<file path="config.mk">
export PLATFORM = sky130hd
export DESIGN_NAME = irq_ctrl
export DESIGN_NICKNAME = d
export VERILOG_FILES = /design/src/rtl/irq_pkg.sv /design/src/rtl/irq_line.sv /design/src/rtl/irq_ctrl.sv
export SDC_FILE = /design/constraint.sdc
export NUM_CORES = 1
export LEC_CHECK = 0
export CORE_MARGIN = 8
export CORE_UTILIZATION = 50
export DETAILED_ROUTE_END_ITERATION = 6
export PLACE_DENSITY = 0.82
export SLEW_MARGIN = 10
export SYNTH_ARGS = -nofsm -noshare
export SYNTH_HDL_FRONTEND = slang
export SYNTH_SLANG_ARGS = --single-unit
</file>
<file path="constraint.sdc">
create_clock -name clock -period 10.9 [get_ports clock]
set_clock_uncertainty 0.15 [all_clocks]
set_input_delay 2.18 -clock clock [delete_from_list [all_inputs] [get_ports clock]]
set_output_delay 2.18 -clock clock [all_outputs]
set_load 0.03 [all_outputs]
</file>
<file path="src/rtl/irq_pkg.sv">
// rtl/irq_pkg.sv - shared register indices, line numbering and vector type for irq_ctrl
package irq_pkg;

  localparam logic [2:0] IRQ_REG_PENDING = 3'd0;
  localparam logic [2:0] IRQ_REG_ENABLE  = 3'd1;
  localparam logic [2:0] IRQ_REG_MODE    = 3'd2;
  localparam logic [2:0] IRQ_REG_COUNT   = 3'd3;
  localparam logic [2:0] IRQ_REG_COMPARE = 3'd4;

  localparam int IRQ_TIMER_LINE = 7;
  localparam int IRQ_NUM_EXT    = 7;

  typedef logic [7:0] irq_vec_t;

endpackage

</file>
<file path="src/rtl/irq_line.sv">
// rtl/irq_line.sv - one external request line: optional synchronizer, edge history, PENDING bit
// Build option: IRQ_SYNC_EN inserts a 2-flop synchronizer ahead of the edge/level logic.
module irq_line (
  input  logic clock,
  input  logic reset,
  input  logic irq_i,
  input  logic mode_i,
  input  logic w1c_i,
  output logic pend_d_o,
  output logic pend_q_o
);

  logic irq_s;
  logic hist_q;
  logic pend_q;
  logic pend_d;

`ifdef IRQ_SYNC_EN
  logic sync1_q;
  logic sync2_q;

  always_ff @(posedge clock or posedge reset) begin
    if (reset) begin
      sync1_q <= 1'b0;
      sync2_q <= 1'b0;
    end else begin
      sync1_q <= irq_i;
      sync2_q <= sync1_q;
    end
  end

  assign irq_s = sync2_q;
`else
  assign irq_s = irq_i;
`endif

  // Edge mode is sticky with set winning over W1C; level mode just mirrors the input.
  always_comb begin
    pend_d = irq_s;
    if (mode_i) begin
      pend_d = (irq_s & ~hist_q) | (pend_q & ~w1c_i);
    end
  end

  always_ff @(posedge clock or posedge reset) begin
    if (reset) begin
      hist_q <= 1'b0;
      pend_q <= 1'b0;
    end else begin
      hist_q <= irq_s;
      pend_q <= pend_d;
    end
  end

  assign pend_d_o = pend_d;
  assign pend_q_o = pend_q;

endmodule

</file>
<file path="src/rtl/irq_ctrl.sv">
// rtl/irq_ctrl.sv - MMIO interrupt controller: 7 edge/level lines plus COUNT/COMPARE timer on line 7
// Build option: IRQ_SYNC_EN (handled inside irq_line) synchronizes irq_in for asynchronous sources.
module irq_ctrl
  import irq_pkg::*;
#(
  parameter int          TIMER_DIV   = 1,
  parameter logic [31:0] COMPARE_RST = 32'hFFFF_FFFF
) (
  input  logic        clock,
  input  logic        reset,
  input  logic        sel,
  input  logic        wr_en,
  input  logic [5:0]  addr,
  input  logic [63:0] wr_data,
  output logic [63:0] rd_data,
  input  logic [6:0]  irq_in,
  output logic [7:0]  interrupt_source
);

  localparam int PW = (TIMER_DIV > 1) ? $clog2(TIMER_DIV) : 1;
  localparam logic [PW-1:0] PRESC_MAX = PW'(TIMER_DIV - 1);

  logic [2:0] reg_idx;
  logic       wr;
  logic       wr_enable;
  logic       wr_mode;
  logic       wr_count;
  logic       wr_compare;
  irq_vec_t   w1c_vec;

  irq_vec_t   pend_q;
  irq_vec_t   pend_d;
  logic [6:0] line_pend_q;
  logic [6:0] line_pend_d;
  logic       timer_pend_q;
  logic       timer_pend_d;

  irq_vec_t   en_q;
  irq_vec_t   en_d;
  logic [6:0] mode_q;
  logic [6:0] mode_d;
  logic [31:0] count_q;
  logic [31:0] count_d;
  logic [31:0] compare_q;
  logic [31:0] compare_d;
  logic [PW-1:0] presc_q;
  logic [PW-1:0] presc_d;
  logic       match;
  logic       match_q;
  logic       timer_set;
  logic       timer_clr;
  irq_vec_t   irq_out_q;

  logic       unused_bits;
  assign unused_bits = ^{wr_data[63:32], addr[2:0]};

  assign reg_idx    = addr[5:3];
  assign wr         = sel & wr_en;
  assign wr_enable  = wr && (reg_idx == IRQ_REG_ENABLE);
  assign wr_mode    = wr && (reg_idx == IRQ_REG_MODE);
  assign wr_count   = wr && (reg_idx == IRQ_REG_COUNT);
  assign wr_compare = wr && (reg_idx == IRQ_REG_COMPARE);
  assign w1c_vec    = (wr && (reg_idx == IRQ_REG_PENDING)) ? wr_data[7:0] : '0;

  for (genvar gi = 0; gi < IRQ_NUM_EXT; gi++) begin : g_line
    irq_line u_line (
      .clock    (clock),
      .reset    (reset),
      .irq_i    (irq_in[gi]),
      .mode_i   (mode_q[gi]),
      .w1c_i    (w1c_vec[gi]),
      .pend_d_o (line_pend_d[gi]),
      .pend_q_o (line_pend_q[gi])
    );
  end

  // Only the first cycle of a match sets the timer line, so a long match under a slow prescaler
  // does not re-raise it after software has cleared it.
  assign match        = (count_q == compare_q);
  assign timer_set    = match & ~match_q;
  assign timer_clr    = w1c_vec[IRQ_TIMER_LINE] | wr_compare;
  assign timer_pend_d = timer_set | (timer_pend_q & ~timer_clr);

  assign pend_q = {timer_pend_q, line_pend_q};
  assign pend_d = {timer_pend_d, line_pend_d};

  always_comb begin
    presc_d   = (presc_q == PRESC_MAX) ? '0 : presc_q + 1'b1;
    count_d   = (presc_q == PRESC_MAX) ? count_q + 32'd1 : count_q;
    if (wr_count) begin
      count_d = wr_data[31:0];
      presc_d = '0;
    end
    compare_d = wr_compare ? wr_data[31:0] : compare_q;
    en_d      = wr_enable ? wr_data[7:0] : en_q;
    mode_d    = wr_mode ? wr_data[6:0] : mode_q;
  end

  always_ff @(posedge clock or posedge reset) begin
    if (reset) begin
      timer_pend_q <= 1'b0;
      en_q         <= '0;
      mode_q       <= '0;
      count_q      <= '0;
      compare_q    <= COMPARE_RST;
      presc_q      <= '0;
      match_q      <= 1'b0;
      irq_out_q    <= '0;
    end else begin
      timer_pend_q <= timer_pend_d;
      en_q         <= en_d;
      mode_q       <= mode_d;
      count_q      <= count_d;
      compare_q    <= compare_d;
      presc_q      <= presc_d;
      match_q      <= match;
      irq_out_q    <= pend_d & en_d;
    end
  end

  assign interrupt_source = irq_out_q;

  always_comb begin
    rd_data = '0;
    if (sel) begin
      case (reg_idx)
        IRQ_REG_PENDING: rd_data = {56'd0, pend_q};
        IRQ_REG_ENABLE:  rd_data = {56'd0, en_q};
        IRQ_REG_MODE:    rd_data = {57'd0, mode_q};
        IRQ_REG_COUNT:   rd_data = {32'd0, count_q};
        IRQ_REG_COMPARE: rd_data = {32'd0, compare_q};
        default:         rd_data = '0;
      endcase
    end
  end

endmodule

</file>
==> results of run 1 <==
flip-flops by register name, indices dropped and copies added (netlist names), 7 cells and up:
register,cells
mode_q,7
en_q,8
g_line.u_line.hist_q,7
g_line.u_line.pend_q_o,7
interrupt_source,8
compare_q,32
count_q,32
per-layer routing:
layer | vias to the layer above | track usage, % | share of wire [%]
met5 | - | 0 | 0
met4 | 0 | 6.92 | 1.7
met3 | 14 | 4.02 | 8.6
met2 | 161 | 31.5 | 49
met1 | 2094 | 23.2 | 41
li1 | 1989 | - | -
critical path: cells and delay by family:
| family | cells | cell delay [ns] |
|---|---|---|
| AND/OR/NAND/NOR | 3 | 1.77 |
| buffers and inverters | 2 | 1.80 |
| AO/OA/AOI/OAI | 1 | 0.24 |
cell type report:
cell class,instances,area [µm²]
clock buffers,10,229
multi-input cells,399,2790
fillers,950,4510
inverters,8,32.5
well taps,143,179
repair buffers,91,896
flip-flops and latches,103,2620
clock inverters,6,68.8
final timing paths:
kind	slack [ns]	cells past startpoint	endpoint	startpoint
hold reg to reg	0.36	2	en_q[7]$_DFF_PP0_	en_q[7]$_DFF_PP0_
setup reg to reg	8.70	6	count_q[30]$_DFF_PP0_	count_q[0]$_DFF_PP0_
min in group asynchronous	1.95	2	g_line[6].u_line.pend_q_o$_DFF_PP0_	reset
max in group asynchronous	7.31	3	interrupt_source[0]$_DFF_PP0_	reset
hold / removal	0.36	2	en_q[7]$_DFF_PP0_	en_q[7]$_DFF_PP0_
setup / recovery	2.57	6	rd_data[31]	addr[3]
power by group through the flow:
stage	Clock, µW	Combinational (µW)	Sequential (µW)
4_1_cts	327	368	602
3_5_place_dp	0	364	608
3_3_place_gp	0	357	601
5_1_grt	341	399	618
6_report	323	369	603
2_1_floorplan	0	289	582
logic make-up (layout without fill, tap and decap cells):
family,Yosys count,in the layout
AOI/OAI and AO/OA,87,87
xor gates and xnor gates,61,61
adders and majority gates,1,1
buffers and inverters,71,115
DFF,103,103
muxes,57,57
other,1,32
and+or+nand+nor,161,161
cells in the final DEF (no fill, tap or decap), types with 3 or more instances in the layout:
cell type and n:
nor3_1 8, nor4_1 5, nand3_1 11, a21oi_1 30, and3_1 3, nand4_1 10
inv_1 7, and4_1 6, clkbuf_16 9, a32o_1 7, xnor2_1 53, clkdlybuf4s50_1 85
mux2_2 55, buf_4 6, dfrtp_1 71, a22oi_1 39, o22a_1 7, conb_1 32
nor2_1 68, dfstp_2 32, nand2_1 25, xor2_1 8, and2_1 9
stage by stage:
stage / util, % / cell area (µm²)
final: 60.2 / 6810
after global routing: 60.2 / 6810
after CTS: 60.2 / 6810
after detailed placement: 57.6 / 6520
after global placement: 57.6 / 6520
after floorplan: - / 5850
==> impl_metrics.xml, run 1 <==
<?xml version="1.0" encoding="UTF-8"?>
<metrics>
  <group name="status">
    <metric name="outcome" unit="">complete, no violations</metric>
  </group>
  <group name="timing">
    <metric name="finalWorstPathRequiredPeriod" unit="ns">8.33</metric>
    <metric name="setup_viol" unit="">0</metric>
    <metric name="final-max-slew-violation-count" unit="">0</metric>
    <metric name="fin_tns_setup" unit="ns">0</metric>
    <metric name="relSlewSlack" unit="%">25.9</metric>
    <metric name="part_of_the_cycle_the_worst_path_needs" unit="%">76.4</metric>
    <metric name="final_hold_fails" unit="">0</metric>
    <metric name="fin_worst_hold_slack" unit="ns">0.363</metric>
    <metric name="rsz0062_at_grt" unit="">no</metric>
    <metric name="timing.fmax" unit="GHz">0.120</metric>
    <metric name="worst_slew_pin_slew" unit="ns">1.11</metric>
    <metric name="finalWorstSetupSlack" unit="ns">2.57</metric>
  </group>
  <group name="logic_synthesis">
    <metric name="post_synth_mux_area_share" unit="%">11.1</metric>
    <metric name="synthesis.area_per_instance" unit="µm²">10.6</metric>
    <metric name="most_frequent_cell_after_synthesis" unit="">dfrtp_1</metric>
    <metric name="synth_instances" unit="">542</metric>
    <metric name="combinational_family_with_the_most_area_after_synthesis" unit="">simple AND/OR/NAND/NOR gates</metric>
    <metric name="synth.distinct_cells" unit="">42</metric>
    <metric name="synth_async_sr_flop_share" unit="%">100</metric>
    <metric name="ys_warn_count" unit="">0</metric>
    <metric name="post_synthesis_cell_area" unit="mm²">0.00574</metric>
    <metric name="synth_xor_xnor_area_share" unit="%">9.31</metric>
    <metric name="yosysTopAreaCell" unit="">dfrtp_1</metric>
    <metric name="postSynth.topFlopCell" unit="">dfrtp_1</metric>
    <metric name="post-synth-top-area-fraction" unit="%">31.0</metric>
    <metric name="synth_compound_area_share" unit="%">10.4</metric>
    <metric name="number_of_flops_mapped_to_enable_cells_by_yosys" unit="">0</metric>
    <metric name="synth-adder-area-share" unit="%">0.218</metric>
    <metric name="simple_logic_cell_fraction_of_the_synthesized_area" unit="%">15.4</metric>
    <metric name="synth_common_cells" unit="">dfrtp_1 (71), nor2_1 (68), mux2_2 (55)</metric>
    <metric name="yosys-top-cells-area" unit="">dfrtp_1 (31%), dfstp_2 (15%), mux2_2 (11%)</metric>
    <metric name="synth-seq-area-share" unit="%">45.6</metric>
    <metric name="synth.ff_latch_count" unit="">103</metric>
  </group>
  <group name="worst_setup_path">
    <metric name="critical-path-top-cell-by-count" unit="">clkdlybuf4s50_1</metric>
    <metric name="critical_path_class" unit="">in2out</metric>
    <metric name="critPathArrivalTime" unit="ns">6.00</metric>
    <metric name="list_of_cells_traversed_by_the_critical_path" unit="">clkdlybuf4s50_1, nor2b_1, and2_1, a22oi_1, nor2_1, clkdlybuf4s50_1</metric>
    <metric name="worst-path-max-fanout" unit="">25</metric>
    <metric name="worst_path_largest_cell_delay" unit="ns">1.11</metric>
    <metric name="crit_path_top_delay_cell" unit="">clkdlybuf4s50_1</metric>
    <metric name="endpoint_kind" unit="">output pin</metric>
    <metric name="start_kind" unit="">input port</metric>
    <metric name="crit_required" unit="ns">8.57</metric>
  </group>
  <group name="pwr">
    <metric name="net_switching_fraction_of_the_power" unit="%">33.6</metric>
    <metric name="total_power" unit="µW">1290</metric>
    <metric name="power.density_cell_area" unit="mW/mm²">190</metric>
    <metric name="power.leakage" unit="µW">0.00259</metric>
    <metric name="share_clk_of_total_power" unit="%">24.9</metric>
    <metric name="internal_power" unit="µW">859</metric>
    <metric name="switching_power" unit="µW">436</metric>
    <metric name="power_frac_seq" unit="%">46.6</metric>
    <metric name="maximum_vdd_ir_drop" unit="mV">0.107</metric>
    <metric name="share_comb_of_total_power" unit="%">28.5</metric>
  </group>
  <group name="grt">
    <metric name="number_of_antenna_violations_at_the_first_check_in_global_routing" unit="">0</metric>
    <metric name="grt_max_degree" unit="">90</metric>
    <metric name="grt_util_all_layers" unit="%">18.7</metric>
    <metric name="grt_pass1_wl" unit="µm">22300</metric>
    <metric name="grt_overflow" unit="">0</metric>
    <metric name="vias_in_the_first_global_route" unit="">4365</metric>
  </group>
  <group name="routing">
    <metric name="detail_route.vias_per_cell" unit="">5.60</metric>
    <metric name="drcViolationCount" unit="">0</metric>
    <metric name="wirelength" unit="µm">14000</metric>
    <metric name="num_vias" unit="">4258</metric>
    <metric name="avgRoutedWirePerCell" unit="µm">18.5</metric>
    <metric name="drt-pass1-iter-count" unit="">5</metric>
    <metric name="drt_first_iter_violations" unit="">305</metric>
    <metric name="antenna_violating_nets_remaining" unit="">0</metric>
  </group>
  <group name="clock_network">
    <metric name="cts.hold.buffers_added" unit="">0</metric>
    <metric name="post-cts-setup-buffers" unit="">0</metric>
    <metric name="post_cts_resized" unit="">0</metric>
    <metric name="cts.clk_slew.worst_paths" unit="ns">0.07</metric>
    <metric name="clockRootBuffer" unit="">clkbuf_16</metric>
    <metric name="clock_latency_of_the_later_clocked_register_in_the_worst_skew_pair" unit="ns">0.35</metric>
    <metric name="clock_sinks" unit="">103</metric>
    <metric name="cts_buffers" unit="">9</metric>
    <metric name="cts_tree" unit="">done</metric>
    <metric name="cts-root-to-sink-buffers" unit="">2</metric>
    <metric name="cts_htree_levels" unit="">3</metric>
  </group>
  <group name="placed_design">
    <metric name="dp_worst_setup_slack" unit="ns">2.56</metric>
    <metric name="count_of_input_and_output_buffers" unit="">85</metric>
    <metric name="final_weighted_congestion_in_routability_driven_placement" unit="">0.857</metric>
    <metric name="place_hpwl" unit="µm">9890</metric>
    <metric name="placed_cells" unit="">744</metric>
  </group>
  <group name="layout">
    <metric name="layout.cells.non_filler" unit="">760</metric>
    <metric name="antenna_cells_inserted" unit="">0</metric>
    <metric name="syn_to_final_growth" unit="%">18.8</metric>
    <metric name="final_stage_net_count" unit="">694</metric>
    <metric name="final_layout_size_suffix_gt1_share" unit="%">19.8</metric>
  </group>
  <group name="floorplan">
    <metric name="design.die.area" unit="mm²">0.0152</metric>
    <metric name="floorplan.die.height" unit="µm">123</metric>
    <metric name="start_util" unit="%">50.7</metric>
    <metric name="ios" unit="">153</metric>
    <metric name="die_w" unit="µm">123</metric>
    <metric name="placeableCoreArea" unit="mm²">0.0113</metric>
    <metric name="rows" unit="">39</metric>
  </group>
  <group name="min_path">
    <metric name="min_path_type" unit="">reg2reg</metric>
  </group>
  <group name="flow_run">
    <metric name="drv.max_cap_violation_count" unit="">0</metric>
  </group>
</metrics>
Note: power is estimated with default switching activity, not from simulation.
==> run 2, diff against run 1 <==
--- a/config.mk
+++ b/config.mk
@@ -6,9 +6,9 @@
 export NUM_CORES = 1
 export LEC_CHECK = 0
 export CORE_MARGIN = 8
-export CORE_UTILIZATION = 50
+export CORE_UTILIZATION = 44
 export DETAILED_ROUTE_END_ITERATION = 6
-export PLACE_DENSITY = 0.82
+export PLACE_DENSITY = 0.77
 export SLEW_MARGIN = 10
 export SYNTH_ARGS = -nofsm -noshare
 export SYNTH_HDL_FRONTEND = slang
==> constraint.sdc (replaced) <==
create_clock -name clock -period 7.6 [get_ports clock]
set_clock_uncertainty 0.15 [all_clocks]
set_input_delay 1.52 -clock clock [delete_from_list [all_inputs] [get_ports clock]]
set_output_delay 1.52 -clock clock [all_outputs]
set_load 0.03 [all_outputs]
==> impl_metrics.xml, run 2 (synthesized netlist as in run 1, its figures left out) <==
<?xml version="1.0" encoding="UTF-8"?>
<metrics>
  <group name="grt">
    <metric name="grt_overflow" unit="">0</metric>
    <metric name="number_of_antenna_violations_at_the_first_check_in_global_routing" unit="">0</metric>
    <metric name="vias_in_the_first_global_route" unit="">4514</metric>
    <metric name="grt_pass1_wl" unit="µm">23500</metric>
    <metric name="grt_util_all_layers" unit="%">17.6</metric>
    <metric name="grt_max_degree" unit="">54</metric>
  </group>
  <group name="timing">
    <metric name="relSlewSlack" unit="%">53.3</metric>
    <metric name="final_hold_fails" unit="">0</metric>
    <metric name="part_of_the_cycle_the_worst_path_needs" unit="%">83.1</metric>
    <metric name="worst_slew_pin_slew" unit="ns">0.697</metric>
    <metric name="finalWorstSetupSlack" unit="ns">1.29</metric>
    <metric name="finalWorstPathRequiredPeriod" unit="ns">6.31</metric>
    <metric name="setup_viol" unit="">0</metric>
    <metric name="fin_worst_hold_slack" unit="ns">0.363</metric>
    <metric name="rsz0062_at_grt" unit="">no</metric>
    <metric name="fin_tns_setup" unit="ns">0</metric>
    <metric name="final-max-slew-violation-count" unit="">0</metric>
    <metric name="timing.fmax" unit="GHz">0.158</metric>
  </group>
  <group name="placed_design">
    <metric name="place_hpwl" unit="µm">10500</metric>
    <metric name="count_of_input_and_output_buffers" unit="">85</metric>
    <metric name="dp_worst_setup_slack" unit="ns">1.30</metric>
    <metric name="final_weighted_congestion_in_routability_driven_placement" unit="">0.852</metric>
  </group>
  <group name="min_path">
    <metric name="min_path_type" unit="">reg2reg</metric>
  </group>
  <group name="layout">
    <metric name="largest_registers" unit="">compare_q x32, count_q x32</metric>
    <metric name="syn_to_final_growth" unit="%">20.0</metric>
    <metric name="final_stage_net_count" unit="">697</metric>
    <metric name="final_layout_size_suffix_gt1_share" unit="%">19.8</metric>
    <metric name="fin_util" unit="%">54.3</metric>
    <metric name="most_frequent_cells_in_the_layout" unit="">clkdlybuf4s50_1 (85), dfrtp_1 (71), nor2_1 (68)</metric>
    <metric name="mostFrequentLayoutCell" unit="">clkdlybuf4s50_1</metric>
    <metric name="antenna_cells_inserted" unit="">0</metric>
    <metric name="fillCellCount" unit="">1131</metric>
  </group>
  <group name="worst_setup_path">
    <metric name="start_kind" unit="">input port</metric>
    <metric name="worst-path-max-fanout" unit="">18</metric>
    <metric name="endpoint_kind" unit="">output pin</metric>
    <metric name="crit_required" unit="ns">5.93</metric>
    <metric name="critPathArrivalTime" unit="ns">4.64</metric>
    <metric name="critical_path_class" unit="">in2out</metric>
  </group>
  <group name="floorplan">
    <metric name="design.die.area" unit="mm²">0.0169</metric>
    <metric name="floorplan.die.height" unit="µm">130</metric>
    <metric name="ios" unit="">153</metric>
    <metric name="rows" unit="">41</metric>
    <metric name="die_w" unit="µm">130</metric>
    <metric name="start_util" unit="%">45.3</metric>
    <metric name="placeableCoreArea" unit="mm²">0.0127</metric>
  </group>
  <group name="flow_run">
    <metric name="drv.max_cap_violation_count" unit="">0</metric>
  </group>
  <group name="clock_network">
    <metric name="clockRootBuffer" unit="">clkbuf_16</metric>
    <metric name="cts.hold.buffers_added" unit="">0</metric>
    <metric name="clock_sinks" unit="">103</metric>
    <metric name="cts-root-to-sink-buffers" unit="">2</metric>
    <metric name="post_cts_resized" unit="">0</metric>
    <metric name="cts_buffers" unit="">9</metric>
    <metric name="clock_latency_of_the_later_clocked_register_in_the_worst_skew_pair" unit="ns">0.34</metric>
    <metric name="post-cts-setup-buffers" unit="">0</metric>
    <metric name="cts_tree" unit="">done</metric>
    <metric name="cts_htree_levels" unit="">3</metric>
    <metric name="cts.clk_slew.worst_paths" unit="ns">0.06</metric>
  </group>
  <group name="routing">
    <metric name="avgRoutedWirePerCell" unit="µm">18.5</metric>
    <metric name="drcViolationCount" unit="">0</metric>
    <metric name="wirelength" unit="µm">14600</metric>
    <metric name="drt_first_iter_violations" unit="">347</metric>
    <metric name="detail_route.vias_per_cell" unit="">5.43</metric>
    <metric name="drt-pass1-iter-count" unit="">5</metric>
    <metric name="antenna_violating_nets_remaining" unit="">0</metric>
    <metric name="num_vias" unit="">4303</metric>
  </group>
  <group name="pwr">
    <metric name="power.density_cell_area" unit="mW/mm²">274</metric>
    <metric name="power_frac_seq" unit="%">46.2</metric>
    <metric name="internal_power" unit="µW">1260</metric>
    <metric name="share_clk_of_total_power" unit="%">25.8</metric>
    <metric name="net_switching_fraction_of_the_power" unit="%">33.0</metric>
    <metric name="power.leakage" unit="µW">0.00261</metric>
    <metric name="switching_power" unit="µW">622</metric>
    <metric name="maximum_vdd_ir_drop" unit="mV">0.132</metric>
    <metric name="share_comb_of_total_power" unit="%">27.9</metric>
  </group>
  <group name="status">
    <metric name="outcome" unit="">complete, no violations</metric>
  </group>
</metrics>
==> run 2: changes by cell type in the layout (fill, tap and decap cells not counted) <==
| cell | before | now |
|---|---|---|
| buf_4 | 6 | 9 |
| bufinv_16 | 1 | 2 |
| clkbuf_1 | 1 | 3 |
| clkinv_4 | 2 | 0 |
| inv_6 | 1 | 0 |
==> run 2: power groups by stage <==
stage	Sequential [µW]	Combinational [µW]	Clock (µW)
floorplan	835	414	0
global placement	865	509	0
detailed placement	878	523	0
CTS	870	529	494
global route	893	573	515
finish	873	527	487
==> run 2: path summary, 6_finish.rpt <==
path	cells past startpoint	end	slack [ns]	startpoint
max	7	rd_data[8]	1.29	addr[5]
max in group asynchronous	3	match_q$_DFF_PP0_	4.71	reset
min reg2reg	2	en_q[7]$_DFF_PP0_	0.36	en_q[7]$_DFF_PP0_
min	2	en_q[7]$_DFF_PP0_	0.36	en_q[7]$_DFF_PP0_
max reg2reg	6	count_q[28]$_DFF_PP0_	5.39	count_q[0]$_DFF_PP0_
min in group asynchronous	2	g_line[6].u_line.hist_q$_DFF_PP0_	1.45	reset
==> run 2: worst max-delay path: stages <==
cell	delay (ns)
clkdlybuf4s50_1	0.75
nor2b_1	0.61
and2_1	0.46
buf_4	0.34
a22oi_1	0.10
nor2_1	0.16
clkdlybuf4s50_1	0.70
==> run 2: layout make-up <==
class / count / area, µm² / area share (%)
Multi-Input combinational cell: 399 / 2790 / 40.5
Sequential cell: 103 / 2620 / 38.0
Timing Repair Buffer: 94 / 918 / 13.3
Clock buffer: 12 / 236 / 3.44
Tap cell: 172 / 215 / 3.13
Clock inverter: 4 / 72.6 / 1.05
Inverter: 8 / 32.5 / 0.473
==> run 2: through the flow <==
stage | instance area, µm² | std cells | total power [µW]
floorplan | 5850 | 573 | 1250
global placement | 6580 | 776 | 1370
detailed placement | 6580 | 776 | 1400
CTS | 6880 | 792 | 1890
global route | 6880 | 792 | 1980
finish | 6880 | 792 | 1890
==> run 2: metal layers <==
layer | track usage (%) | up-vias | wire length [µm] | share of wire, %
met5 | 0 | - | 0 | 0
met4 | 7.10 | 0 | 376 | 2.6
met3 | 4.12 | 27 | 1050 | 7.2
met2 | 28.7 | 169 | 7030 | 48
met1 | 22.0 | 2124 | 6170 | 42
li1 | - | 1983 | - | -
